$ cat config.mk
export PLATFORM = sky130hd
export DESIGN_NAME = maxpool_layer_ctrl
export DESIGN_NICKNAME = d
export VERILOG_FILES = /design/src/rtl/maxpool_ctrl_pkg.sv /design/src/rtl/rd_valid_delay.sv /design/src/rtl/maxpool_layer_ctrl.sv
export SDC_FILE = /design/constraint.sdc
export NUM_CORES = 1
export LEC_CHECK = 0
export ABC_CLOCK_PERIOD_IN_PS = 5900
export BUFFER_PORTS_ARGS = -buffer_cell sky130_fd_sc_hd__buf_2
export CORE_MARGIN = 4
export CORE_UTILIZATION = 52
export DETAILED_ROUTE_END_ITERATION = 10
export PLACE_DENSITY = 0.81
export SLEW_MARGIN = 10
export SYNTH_ARGS = -nofsm -noshare
export SYNTH_HDL_FRONTEND = slang
export SYNTH_SLANG_ARGS = --single-unit
$ cat constraint.sdc
create_clock -name clk -period 5.9 [get_ports clk]
set_input_delay 1.475 -clock clk [delete_from_list [all_inputs] [get_ports clk]]
set_output_delay 1.475 -clock clk [all_outputs]
set_load 0.005 [all_outputs]
$ cat src/rtl/maxpool_ctrl_pkg.sv
// Shared types and helpers for the max-pooling layer sequencer.
//   state_t     : sequencer states
//   pix_per_ch  : input pixels per channel for a square map of side w
//   out_per_ch  : pooled outputs per channel for a square map of side w
//   cnt_width   : bits needed to hold 0..max_val (never less than 1)
package maxpool_ctrl_pkg;

  typedef enum logic [2:0] {
    ST_IDLE   = 3'd0,
    ST_CLEAR  = 3'd1,
    ST_STREAM = 3'd2,
    ST_DRAIN  = 3'd3,
    ST_NEXT   = 3'd4,
    ST_DONE   = 3'd5
  } state_t;

  function automatic int unsigned pix_per_ch(input int unsigned w);
    return w * w;
  endfunction

  function automatic int unsigned out_per_ch(input int unsigned w);
    return (w / 2) * (w / 2);
  endfunction

  function automatic int unsigned cnt_width(input int unsigned max_val);
    return (max_val < 1) ? 1 : $clog2(max_val + 1);
  endfunction

endpackage

$ cat src/rtl/rd_valid_delay.sv
// Delays the input-RAM read strobe by the RAM's fixed read latency so the
// pooling engine sees a valid exactly when the read data arrives.
//   clk, rst : clock, asynchronous active-high clear
//   i_d      : read strobe
//   o_q      : read strobe delayed by DEPTH cycles
module rd_valid_delay #(
  parameter int unsigned DEPTH = 1
) (
  input  logic clk,
  input  logic rst,
  input  logic i_d,
  output logic o_q
);

  logic [DEPTH-1:0] r_sr;

  // Shift register; clearing it on reset discards reads still in flight.
  generate
    if (DEPTH == 1) begin : g_one
      always_ff @(posedge clk or posedge rst) begin
        if (rst) begin
          r_sr <= '0;
        end else begin
          r_sr <= i_d;
        end
      end
    end else begin : g_multi
      always_ff @(posedge clk or posedge rst) begin
        if (rst) begin
          r_sr <= '0;
        end else begin
          r_sr <= {r_sr[DEPTH-2:0], i_d};
        end
      end
    end
  endgenerate

  assign o_q = r_sr[DEPTH-1];

endmodule

$ cat src/rtl/maxpool_layer_ctrl.sv
// Sequences one shared 2x2 max-pooling engine over every channel of a
// feature map: clear engine, stream the channel's pixels from the input RAM,
// wait for all pooled results, write them contiguously to the output RAM.
//   clk, rst                 : clock, asynchronous active-high reset
//   start, in_base, out_base : layer start pulse and map base addresses
//   busy, done, err          : layer status; err is a sticky overrun flag
//   rd_en, rd_addr, rd_data  : input RAM read port (fixed RD_LATENCY)
//   pool_clr, pool_valid,
//   pool_data                : pixel stream into the engine
//   pool_o_valid, pool_o_data: pooled results from the engine
//   wr_en, wr_addr, wr_data  : output RAM write port
module maxpool_layer_ctrl
  import maxpool_ctrl_pkg::*;
#(
  parameter int unsigned DATA_WIDTH  = 32,
  parameter int unsigned IMAGE_WIDTH = 4,
  parameter int unsigned CHANNELS    = 3,
  parameter int unsigned ADDR_WIDTH  = 16,
  parameter int unsigned RD_LATENCY  = 1
) (
  input  logic                  clk,
  input  logic                  rst,
  input  logic                  start,
  input  logic [ADDR_WIDTH-1:0] in_base,
  input  logic [ADDR_WIDTH-1:0] out_base,
  output logic                  busy,
  output logic                  done,
  output logic                  rd_en,
  output logic [ADDR_WIDTH-1:0] rd_addr,
  input  logic [DATA_WIDTH-1:0] rd_data,
  output logic                  pool_clr,
  output logic                  pool_valid,
  output logic [DATA_WIDTH-1:0] pool_data,
  input  logic                  pool_o_valid,
  input  logic [DATA_WIDTH-1:0] pool_o_data,
  output logic                  wr_en,
  output logic [ADDR_WIDTH-1:0] wr_addr,
  output logic [DATA_WIDTH-1:0] wr_data,
  output logic                  err
);

  localparam int unsigned PIX   = pix_per_ch(IMAGE_WIDTH);
  localparam int unsigned OPC   = out_per_ch(IMAGE_WIDTH);
  localparam int unsigned CH_W  = cnt_width(CHANNELS - 1);
  localparam int unsigned PIX_W = cnt_width(PIX - 1);
  localparam int unsigned CO_W  = cnt_width(OPC);
  localparam int unsigned AW    = ADDR_WIDTH;
  localparam int unsigned DW    = DATA_WIDTH;

  // Sequencer state and counters
  state_t          r_state, w_state_nxt;
  logic [AW-1:0]   r_in_base, w_in_base_nxt;
  logic [AW-1:0]   r_out_base, w_out_base_nxt;
  logic [CH_W-1:0] r_ch, w_ch_nxt;
  logic [PIX_W-1:0] r_pix, w_pix_nxt;
  logic [CO_W-1:0] r_ch_out, w_ch_out_nxt;
  logic [AW-1:0]   r_out_idx, w_out_idx_nxt;
  logic            r_err, w_err_nxt;

  // Registered outputs and their next values
  logic            r_busy, w_busy_nxt;
  logic            r_done, w_done_nxt;
  logic            r_pool_clr, w_pool_clr_nxt;
  logic            r_rd_en, w_rd_en_nxt;
  logic [AW-1:0]   r_rd_addr, w_rd_addr_nxt;
  logic            r_wr_en;
  logic [AW-1:0]   r_wr_addr, w_wr_addr_nxt;
  logic [DW-1:0]   r_wr_data;
  logic            w_wr_fire;

  // Next-state, counter and output logic
  always_comb begin
    w_state_nxt    = r_state;
    w_in_base_nxt  = r_in_base;
    w_out_base_nxt = r_out_base;
    w_ch_nxt       = r_ch;
    w_pix_nxt      = r_pix;
    w_ch_out_nxt   = r_ch_out;
    w_out_idx_nxt  = r_out_idx;
    w_err_nxt      = r_err;
    w_wr_fire      = r_busy & pool_o_valid;
    w_wr_addr_nxt  = r_out_base + r_out_idx;

    // Every result seen while busy is written; one arriving after the
    // channel already holds its full count flags an overrun. ch_out holds
    // at OPC so the drain condition stays true despite the extra result.
    if (w_wr_fire) begin
      w_out_idx_nxt = r_out_idx + AW'(1);
      if (r_ch_out == CO_W'(OPC)) begin
        w_err_nxt = 1'b1;
      end else begin
        w_ch_out_nxt = r_ch_out + CO_W'(1);
      end
    end

    unique case (r_state)
      ST_IDLE: begin
        if (start) begin
          w_in_base_nxt  = in_base;
          w_out_base_nxt = out_base;
          w_ch_nxt       = '0;
          w_out_idx_nxt  = '0;
          w_err_nxt      = 1'b0;
          w_state_nxt    = ST_CLEAR;
        end
      end
      ST_CLEAR: begin
        w_pix_nxt    = '0;
        w_ch_out_nxt = '0;
        w_state_nxt  = ST_STREAM;
      end
      ST_STREAM: begin
        if (r_pix == PIX_W'(PIX - 1)) begin
          w_state_nxt = ST_DRAIN;
        end else begin
          w_pix_nxt = r_pix + PIX_W'(1);
        end
      end
      ST_DRAIN: begin
        if (r_ch_out == CO_W'(OPC)) begin
          w_state_nxt = ST_NEXT;
        end
      end
      ST_NEXT: begin
        if (r_ch == CH_W'(CHANNELS - 1)) begin
          w_state_nxt = ST_DONE;
        end else begin
          w_ch_nxt    = r_ch + CH_W'(1);
          w_state_nxt = ST_CLEAR;
        end
      end
      ST_DONE: begin
        w_state_nxt = ST_IDLE;
      end
      default: begin
        w_state_nxt = ST_IDLE;
      end
    endcase

    // Outputs are registered from the next state so they line up with it.
    w_busy_nxt     = (w_state_nxt == ST_CLEAR) || (w_state_nxt == ST_STREAM) ||
                     (w_state_nxt == ST_DRAIN) || (w_state_nxt == ST_NEXT);
    w_done_nxt     = (w_state_nxt == ST_DONE);
    w_pool_clr_nxt = (w_state_nxt == ST_CLEAR);
    w_rd_en_nxt    = (w_state_nxt == ST_STREAM);
    w_rd_addr_nxt  = w_in_base_nxt + (AW'(w_ch_nxt) * AW'(PIX)) + AW'(w_pix_nxt);
  end

  // State, counter and output registers
  always_ff @(posedge clk or posedge rst) begin
    if (rst) begin
      r_state    <= ST_IDLE;
      r_in_base  <= '0;
      r_out_base <= '0;
      r_ch       <= '0;
      r_pix      <= '0;
      r_ch_out   <= '0;
      r_out_idx  <= '0;
      r_err      <= 1'b0;
      r_busy     <= 1'b0;
      r_done     <= 1'b0;
      r_pool_clr <= 1'b0;
      r_rd_en    <= 1'b0;
      r_rd_addr  <= '0;
      r_wr_en    <= 1'b0;
      r_wr_addr  <= '0;
      r_wr_data  <= '0;
    end else begin
      r_state    <= w_state_nxt;
      r_in_base  <= w_in_base_nxt;
      r_out_base <= w_out_base_nxt;
      r_ch       <= w_ch_nxt;
      r_pix      <= w_pix_nxt;
      r_ch_out   <= w_ch_out_nxt;
      r_out_idx  <= w_out_idx_nxt;
      r_err      <= w_err_nxt;
      r_busy     <= w_busy_nxt;
      r_done     <= w_done_nxt;
      r_pool_clr <= w_pool_clr_nxt;
      r_rd_en    <= w_rd_en_nxt;
      if (w_rd_en_nxt) begin
        r_rd_addr <= w_rd_addr_nxt;
      end
      r_wr_en <= w_wr_fire;
      if (w_wr_fire) begin
        r_wr_addr <= w_wr_addr_nxt;
        r_wr_data <= pool_o_data;
      end
    end
  end

  // Read-return valid follows rd_en by the RAM latency
  rd_valid_delay #(
    .DEPTH(RD_LATENCY)
  ) u_rd_valid_delay (
    .clk (clk),
    .rst (rst),
    .i_d (r_rd_en),
    .o_q (pool_valid)
  );

  assign pool_data = rd_data;
  assign busy      = r_busy;
  assign done      = r_done;
  assign rd_en     = r_rd_en;
  assign rd_addr   = r_rd_addr;
  assign pool_clr  = r_pool_clr;
  assign wr_en     = r_wr_en;
  assign wr_addr   = r_wr_addr;
  assign wr_data   = r_wr_data;
  assign err       = r_err;

endmodule
==> metrics.txt, run 1 <==
outcome complete, no violations; DRT antenna net count 0; hold buffer count at CTS 0; register area share after synthesis 48.9%; synthesized area per cell 9.06 um^2; post-DR vias/cell 5.28; worst skew pair latency 0.42 ns; CTS Buf Count 17; largest net degree at the start of global routing 71; FF-to-FF Start r_state[2]$_DFF_PP0_; post-cts sizing count 0; Hold Crit Depth 0; register bit total from synthesis 131; dpl hpwl 10600 um; total track usage 20.5%; 1st-iter DRT viols 337; Yosys warnings 0; Final min period 4.28 ns; layout cells sized above 1 22.1%; CTS tree yes; FF-to-FF path depth 10; Die W 122 um; per-cell routed wire length 14.3 um; max-slew violations 0; Period Utilization, post-route 72.6%; Slew HR 39.8%; Worst VDD drop 331 uV; setup TNS 0 ns; # diodes 0; P_leak 4.07 nW; Synth Flop Type dfrtp_1; Total Power 4.10 mW; Hold Path Sink u_rd_valid_delay.o_q$_DFF_PP0_; final setup violation count 0; Hold Violations, Final 0; post-CTS setup buffer count 0; CTS Sinks 131; port bufs 138; Mapped Cells 741; CP arrival 4.61 ns; # DRC 0; initial antenna violation count 0; global-route wire length before repair 24200 um; final net count 973; Synthesized Nets 870; Setup Skew 0.00777 ns; placed insts 997; Setup crit start kind input port; Distinct cells, synth 64; Core Rows 41; DR pass1 iterations 5; RSZ-0062 raised after global routing no; number of fill cells in the layout 1077; Total Routed Length 14700 um; Final Non-Filler Cells 1029; crit path capture type flop; Hold Path Origin rd_en$_DFF_PP0_; crit path kind in2reg; Layout area overhead 17.8%; CTS root buffer clkbuf_16; H-tree levels 4; clock slew at reported path FFs 0.05 ns; Max Fclk 0.233 GHz; fraction of registers with async set or reset after synthesis 100%; Initial Utilization 53.2%; reg-to-reg endpoint rd_addr[14]$_DFFE_PP0P_; die area 14800 um^2; number of synthesized flops with an enable pin 0; Vias 5432; Worst Path Required 6.23 ns; vias in the first global route 5008; Layout Cell Area excl Fill 7910 um^2; Die Ht 122 um; GP Congestion 0.858; crit-path max FO 20; synthesized cell area 6710 um^2; clk buf depth 2; actual slew at the worst max-slew pin 0.899 ns; Overflow after GRT 0; Area after DPL 7320 um^2; maxcap violations 0; Floorplan Core Area 12600 um^2; FF-to-FF setup slack 2.12 ns; power per cell area 519 nW/um^2; Hold Crit Class reg2reg; io pins 203
==> through the flow <==
stage               setup slack [ns]  hold WS [ns]  util, %
floorplan                      0.927         0.376        -
global placement                1.21         0.364     58.0
detailed placement              1.19         0.356     58.0
CTS                             1.62         0.381     62.7
global route                    1.39         0.407     62.7
finish                          1.62         0.382     62.7
==> placed cells by master, fill, tap and decap left out, drive strengths merged, types with 4 or more instances in the layout <==
master	n
nor3b	4
and3	14
ha	27
nand4	9
a21o	11
inv	27
o21a	5
xnor2	17
or3	6
a211oi	4
nand2	232
nor2	31
o31ai	7
nand3	16
buf	144
a21oi	34
nand2b	4
mux2i	6
dfrtp	131
xor2	8
clkinv	7
clkbuf	18
mux2	5
nor3	12
o21ai	25
==> sequential cells by signal, indices dropped and copies added (netlist names), 4 cells and up <==
register,flops
r_out_base,16
r_in_base,16
rd_addr,16
wr_data,32
r_out_idx,16
r_pix,4
wr_addr,16
==> cells in the mapped netlist (5+ instances only) <==
library cell  instances  area [um^2]
a21o_1               11         82.6
a21oi_1              34          170
and3_1               14         87.6
buf_4                32          240
clkbuf_1             23         86.3
dfrtp_1             131         3280
ha_1                 27          338
inv_1                21         78.8
mux2i_1               5         50.1
nand2_1             232          871
nand3_1              16         80.1
nand4_1               9         56.3
nor2_1               31          116
nor3_1               12         60.1
o21ai_0              22          110
o31ai_1               7         52.6
or3_1                 6         37.5
xnor2_1              17          149
xor2_1                8         70.1
==> cell families after synthesis <==
| kind of cell | synth area share, % |
|---|---|
| AND/OR/NAND/NOR | 22.8 |
| multiplexers | 1.98 |
| flip-flops | 48.9 |
| adder cells (fa/ha/maj) | 5.63 |
| XOR/XNOR | 3.26 |
| buffers and inverters | 6.51 |
| AO/OA/AOI/OAI | 10.9 |
==> worst max path at each step <==
stage,start,cells past startpoint,slack [ns],endpoint
detailed placement,start,11,1.19,rd_addr[14]$_DFFE_PP0P_
floorplan,rst,1,0.93,busy$_DFF_PP0_
finish,start,11,1.62,rd_addr[14]$_DFFE_PP0P_
global placement,start,11,1.21,rd_addr[14]$_DFFE_PP0P_
CTS,start,11,1.62,rd_addr[14]$_DFFE_PP0P_
global route,start,11,1.39,rd_addr[14]$_DFFE_PP0P_
==> critical path, stage by stage <==
cell and delay, ns:
buf_2 0.10, or4b_1 0.77, buf_4 0.34, nand2_1 0.09, nand2_1 0.09, ha_1 0.36, a21o_1 0.22, a221oi_1 0.53
and2b_1 0.28, and3_1 0.16, o31ai_1 0.17
==> per-layer routing <==
metal	wire length (um)	global-route usage (%)	vias up	part of all wire (%)
met3	888	6.50	13	6.0
met5	0	0	-	0
li1	-	-	2688	-
met4	126	4.62	0	0.85
met1	6930	28.3	2567	47
met2	6800	32.0	164	46
==> final cells by class <==
| class | instances | area [um^2] | share of cell area (%) |
|---|---|---|---|
| sequential | 131 | 3280 | 41.5 |
| multi-input combinational | 528 | 3010 | 38.1 |
| timing repair buffer | 144 | 736 | 9.30 |
| clock buffer | 18 | 429 | 5.43 |
| tap | 172 | 215 | 2.72 |
| clock inverter | 14 | 154 | 1.95 |
| inverter | 22 | 85.1 | 1.08 |
==> power breakdown <==
group / internal, mW / total (mW) / switching [mW]
logic: 0.672 / 1.56 / 0.891
registers: 1.27 / 1.51 / 0.236
clock network: 0.627 / 1.03 / 0.402
Power figures use the tool's default switching activity.
==> inputs of run 2 (changes only) <==
Settings changed: ABC_CLOCK_PERIOD_IN_PS 5900 to 3700, CORE_UTILIZATION 52 to 47, PLACE_DENSITY 0.81 to 0.77.
Clock period 5.9 ns to 3.7 ns, I/O delays scaled along.
==> run 2 against run 1 <==
  * Setup slack lost 1.2 ns
  * Register-to-register slack worse by 1.7 ns
  * Critical path type is now reg2reg
  * Cell count grew 1.5%
  * Non-clock buffer count rose by 6
  * Sequential power up 60%
  * Critical endpoint unchanged
==> metrics.txt, run 2 (synthesis results as in run 1) <==
outcome complete, no violations; H-tree levels 4 (unchanged); CTS Sinks 131 (unchanged); switching share of power 37.5% (+0.25 points); clk buf depth 2 (unchanged); Min Hold Slack 0.379 ns (-0.00309 ns); Final min period 3.28 ns; combinational cell fraction of total power 38.4% (+0.3 points); Largest register FFs 32 (unchanged); io pins 203 (unchanged); Worst VDD drop 622 uV (+88%); global-route wire length before repair 25000 um (+3.1%); worst skew pair latency 0.42 ns (about the same); FF-to-FF path depth 12 (+2); Floorplan Core Area 13900 um^2 (+10%); Slew HR 53.0% (+13 points); Initial Utilization 48.2% (-5.0 points); P_int 4.16 mW (+62%); hold buffer count at CTS 0 (unchanged); final net count 979 (+0.62%); FF-to-FF Start r_pix[0]$_DFF_PP0_; Setup Skew 0.00839 ns (+0.000624 ns); crit-path max FO 5 (-75%); Core Rows 43 (+4.9%); sw power 2.50 mW (+63%); Max Fclk 0.305 GHz; dpl ws 0.00451 ns (-1.19 ns); Layout area overhead 19.3%; final setup violation count 0 (unchanged); Vias 5403 (-0.53%); die area 16300 um^2 (+9.9%); post-CTS setup buffer count 0 (unchanged); 1st-iter DRT viols 351 (+4.2%); post-route setup slack 0.424 ns (-1.19 ns); port bufs 138 (unchanged); Total Routed Length 15200 um (+2.8%); RSZ-0062 raised after global routing no; CTS root buffer clkbuf_16; layout cells sized above 1 22.9% (+0.89 points); commonest non-fill, non-tap cell in the layout nand2_1; max-slew violations 0 (unchanged); Overflow after GRT 0 (unchanged); dpl hpwl 10600 um (about the same); total track usage 19.0% (-1.5 points); DR pass1 iterations 6 (+1); Clock power frac 25.4% (+0.3 points); Setup crit end rd_addr[14]$_DFFE_PP0P_; fin util 57.5% (-5.2 points); # DRC 0 (unchanged); GP Congestion 0.834 (-2.8%); largest net degree at the start of global routing 132 (+86%); clock slew at reported path FFs 0.06 ns (about the same); Hold Crit Class reg2reg; sequential share of power 36.2% (-0.6 points); CTS Buf Count 17 (unchanged); post-DR vias/cell 5.18 (-2.0%); Worst Path Required 4.02 ns (-2.21 ns); reg-to-reg endpoint rd_addr[14]$_DFFE_PP0P_; setup TNS 0 ns (unchanged); Hold Violations, Final 0 (unchanged); per-cell routed wire length 14.5 um (+1.4%); FF-to-FF setup slack 0.42 ns (-1.70 ns); maxcap violations 0 (unchanged); initial antenna violation count 0 (unchanged); Setup crit start kind flop; power per cell area 832 nW/um^2 (+60%); CTS tree yes; vias in the first global route 5166 (+3.2%); CP arrival 3.60 ns (-1.01 ns); crit path capture type flop; critical path startpoint r_pix[0]$_DFF_PP0_; actual slew at the worst max-slew pin 0.704 ns (-0.195 ns); Period Utilization, post-route 88.5%; DRT antenna net count 0 (unchanged); commonest cells after routing, fill and taps aside nand2_1 (231), buf_2 (138), dfrtp_1 (131); Die Ht 127 um (+4.8%); Die W 127 um (+4.8%); crit path kind reg2reg; post-cts sizing count 0 (unchanged); P_leak 4.10 nW (+0.84%)
## run 2: layer usage
metal | global-route usage (%) | vias to the layer above | part of all wire, %
li1 | - | 2697 | -
met1 | 25.0 | 2513 | 44
met2 | 30.6 | 167 | 48
met3 | 5.39 | 26 | 6.7
met4 | 5.93 | 0 | 1.5
met5 | 0 | - | 0
## run 2: how the worst min path moves through the flow
| stage | slack (ns) | endpoint | startpoint | depth (start not counted) |
|---|---|---|---|---|
| after floorplan | 0.38 | u_rd_valid_delay.o_q$_DFF_PP0_ | rd_en$_DFF_PP0_ | 0 |
| after global placement | 0.37 | u_rd_valid_delay.o_q$_DFF_PP0_ | rd_en$_DFF_PP0_ | 0 |
| after detailed placement | 0.37 | u_rd_valid_delay.o_q$_DFF_PP0_ | rd_en$_DFF_PP0_ | 0 |
| after CTS | 0.38 | u_rd_valid_delay.o_q$_DFF_PP0_ | rd_en$_DFF_PP0_ | 0 |
| after global routing | 0.40 | u_rd_valid_delay.o_q$_DFF_PP0_ | rd_en$_DFF_PP0_ | 0 |
| final | 0.38 | u_rd_valid_delay.o_q$_DFF_PP0_ | rd_en$_DFF_PP0_ | 0 |
## run 2: worst max-delay path: stages (launching register included)
cell and delay [ns]:
dfrtp_1 0.43, ha_1 0.26, nand3_1 0.20, nand2b_1 0.13, a21oi_1 0.21, o22ai_1 0.13, ha_1 0.26, fa_2 0.37
a21o_1 0.19, a221oi_2 0.37, and2b_1 0.27, and3_1 0.18, o31ai_1 0.19
## run 2: area by class of cell
class	instances	area (um^2)
fill	1214	5930
tap	180	225
clock buffer	18	439
timing repair buffer	150	793
antenna	1	2.50
sequential	131	3280
clock inverter	14	164
inverter	22	86.3
multi-input combinational	528	3020
## run 2: through the flow
step	area [um^2]	cells	power, mW
final	8010	1044	6.66
after global routing	8010	1043	7.18
after CTS	8010	1043	6.71
after detailed placement	7400	1011	4.97
after global placement	7400	1011	4.86
after floorplan	6730	741	4.10
## run 2: power groups by stage
stage	Clock [mW]	Combinational, mW	Sequential [mW]
2_1_floorplan	0	1.73	2.37
3_3_place_gp	0	2.45	2.41
3_5_place_dp	0	2.55	2.42
4_1_cts	1.73	2.57	2.41
5_1_grt	1.80	2.91	2.48
6_report	1.70	2.56	2.41
==> inputs of run 3 (changes only) <==
--- a/config.mk
+++ b/config.mk
@@ -8,4 +8,5 @@
 export ABC_CLOCK_PERIOD_IN_PS = 3700
 export BUFFER_PORTS_ARGS = -buffer_cell sky130_fd_sc_hd__buf_2
+export CORE_ASPECT_RATIO = 0.9
 export CORE_MARGIN = 4
 export CORE_UTILIZATION = 47
==> constraint.sdc (replaced) <==
create_clock -name clk -period 3.7 [get_ports clk]
set_input_delay 0.74 -clock clk [delete_from_list [all_inputs] [get_ports clk]]
set_output_delay 0.74 -clock clk [all_outputs]
set_load 0.005 [all_outputs]
==> run 3 against run 2 <==
  * Global-route usage up 0.41 points
  * Total power increased by 0.89%
  * Non-clock buffer count decreased by 4
  * Flip-flop and latch count unchanged
  * Core utilization down 0.24 points
  * Routed wire length hardly changed
  * Die area about the same
  * Sequential power barely moved
  * Via count about the same
  * Clock power up 4%
  * Fmax decreased by 1.9%
  * Cell area about the same
==> metrics.txt, run 3 (synthesis results as in run 1) <==
actual slew at the worst max-slew pin 0.911 ns (+0.207 ns); Total Routed Length 15200 um (about the same); Setup crit start kind flop; setup TNS 0 ns (unchanged); P_leak 4.08 nW (-0.37%); largest net degree at the start of global routing 132 (unchanged); post-DR vias/cell 5.13 (-0.84%); initial antenna violation count 2 (+2); crit path kind reg2reg; Total Power 6.72 mW (+0.89%); Layout area overhead 19.4% (about the same); Largest register FFs 32 (unchanged); worst skew pair latency 0.41 ns (about the same); clock slew at reported path FFs 0.06 ns (about the same); Die W 134 um (+5.1%); Hold Crit Class reg2reg; io pins 203 (unchanged); maxcap violations 0 (unchanged); dpl hpwl 10600 um (about the same); commonest cells after routing, fill and taps aside nand2_1 (231), buf_2 (138), dfrtp_1 (131); Overflow after GRT 0 (unchanged); Worst VDD drop 536 uV (-14%); final net count 975 (-0.41%); Slew HR 39.3% (-14 points); DR pass1 iterations 4 (-2); CTS Sinks 131 (unchanged); Initial Utilization 47.9% (-0.24 points); power per cell area 839 nW/um^2 (+0.81%); Vias 5404 (+0.019%); per-cell routed wire length 14.4 um (-0.80%); DRT antenna net count 0 (unchanged); Layout Cell Area excl Fill 8010 um^2 (about the same); CTS tree yes; Floorplan Core Area 14000 um^2 (+0.50%); post-cts sizing count 0 (unchanged); vias in the first global route 5236 (+1.4%); H-tree levels 4 (unchanged); # DRC 0 (unchanged); CP arrival 3.65 ns (+0.05 ns); RSZ-0062 raised after global routing no; CTS Buf Count 17 (unchanged); DR WL met2 6580 um (-8.9%); Worst Path Required 4.01 ns (about the same); port bufs 138 (unchanged); final setup violation count 0 (unchanged); CTS root buffer clkbuf_16; global-route wire length before repair 25400 um (+1.7%); max-slew violations 0 (unchanged); Hold Violations, Final 0 (unchanged); Period Utilization, post-route 90.2% (+1.7 points); commonest non-fill, non-tap cell in the layout nand2_1; 1st-iter DRT viols 297 (-15%); number of fill cells in the layout 1213 (-0.082%); post-CTS setup buffer count 0 (unchanged); hold buffer count at CTS 0 (unchanged); clk buf depth 2 (unchanged); GP Congestion 0.869 (+4.1%); Core Rows 41 (-4.7%); WL met1 7270 um (+8.6%); die area 16300 um^2 (about the same); crit path capture type flop; layout cells sized above 1 22.4% (-0.59 points); Max Used Layer met5; total track usage 19.4% (+0.41 points); Max Fclk 0.300 GHz (-1.9%); Final min period 3.34 ns (+0.0630 ns); crit-path max FO 32 (+27); Area after DPL 7390 um^2 (-0.22%); outcome complete, no violations; Setup Skew 0.00567 ns (-0.00272 ns); Die Ht 121 um (-4.8%); DR WL met3 1040 um (+2.4%)
[run 3: cell count changes in the layout (fill, tap and decap cells not counted), sizes merged]
cell,previous run,this run
buf,150,146
clkinv,3,4
inv,29,22
clkinvlp,2,5
bufinv,2,4
clkbuf,18,19
[run 3: per-layer routing]
| metal | vias up | GRT usage [%] |
|---|---|---|
| met4 | 4 | 6.75 |
| met3 | 23 | 6.14 |
| met5 | - | 0 |
| met2 | 167 | 28.4 |
| li1 | 2697 | - |
| met1 | 2513 | 27.3 |
[run 3: final timing paths]
check | start | endpoint | slack, ns | cells past startpoint
worst max-delay path | r_state[0]$_DFF_PP0_ | rd_addr[14]$_DFFE_PP0P_ | 0.36 | 10
worst min-delay path | rd_en$_DFF_PP0_ | u_rd_valid_delay.o_q$_DFF_PP0_ | 0.38 | 0
worst max register to register | r_state[0]$_DFF_PP0_ | rd_addr[14]$_DFFE_PP0P_ | 0.36 | 10
worst min register to register | rd_en$_DFF_PP0_ | u_rd_valid_delay.o_q$_DFF_PP0_ | 0.38 | 0
max in group asynchronous | rst | wr_data[19]$_DFFE_PP0P_ | 2.64 | 3
min in group asynchronous | rst | r_in_base[13]$_DFF_PP0_ | 0.50 | 3
[run 3: area by class of cell]
| class | instances | area [um^2] | share of cell area [%] |
|---|---|---|---|
| Tap cell | 193 | 241 | 3.01 |
| Timing Repair Buffer | 146 | 763 | 9.52 |
| Inverter | 22 | 86.3 | 1.08 |
| Antenna cell | 1 | 2.50 | 0.0312 |
| Sequential cell | 131 | 3280 | 40.9 |
| Clock inverter | 13 | 183 | 2.28 |
| Clock buffer | 19 | 443 | 5.53 |
| Multi-Input combinational cell | 528 | 3020 | 37.6 |
[run 3: critical path, stage by stage, from the launching register on]
cell      delay (ns)
dfrtp_1         0.51
or4b_1          0.57
buf_4           0.28
nand2_1         0.11
nand2_1         0.08
ha_1            0.35
a21o_1          0.23
a221oi_2        0.43
and2b_1         0.27
and3_1          0.17
o31ai_1         0.22
[run 3: through the flow]
stage               util (%)  setup slack [ns]  hold slack [ns]  instances
floorplan                  -            0.0864            0.376        741
global placement        52.7             0.171            0.367       1020
detailed placement      52.7             0.117            0.370       1020
CTS                     57.2             0.334            0.384       1052
global route            57.2            0.0881            0.392       1052
finish                  57.2             0.361            0.383       1053
[run 3: power breakdown]
group	switching [mW]	total, mW	internal [mW]
Sequential	0.378	2.41	2.03
Clock	0.622	1.76	1.14
Combinational	1.46	2.55	1.09
Total	2.46	6.72	4.26
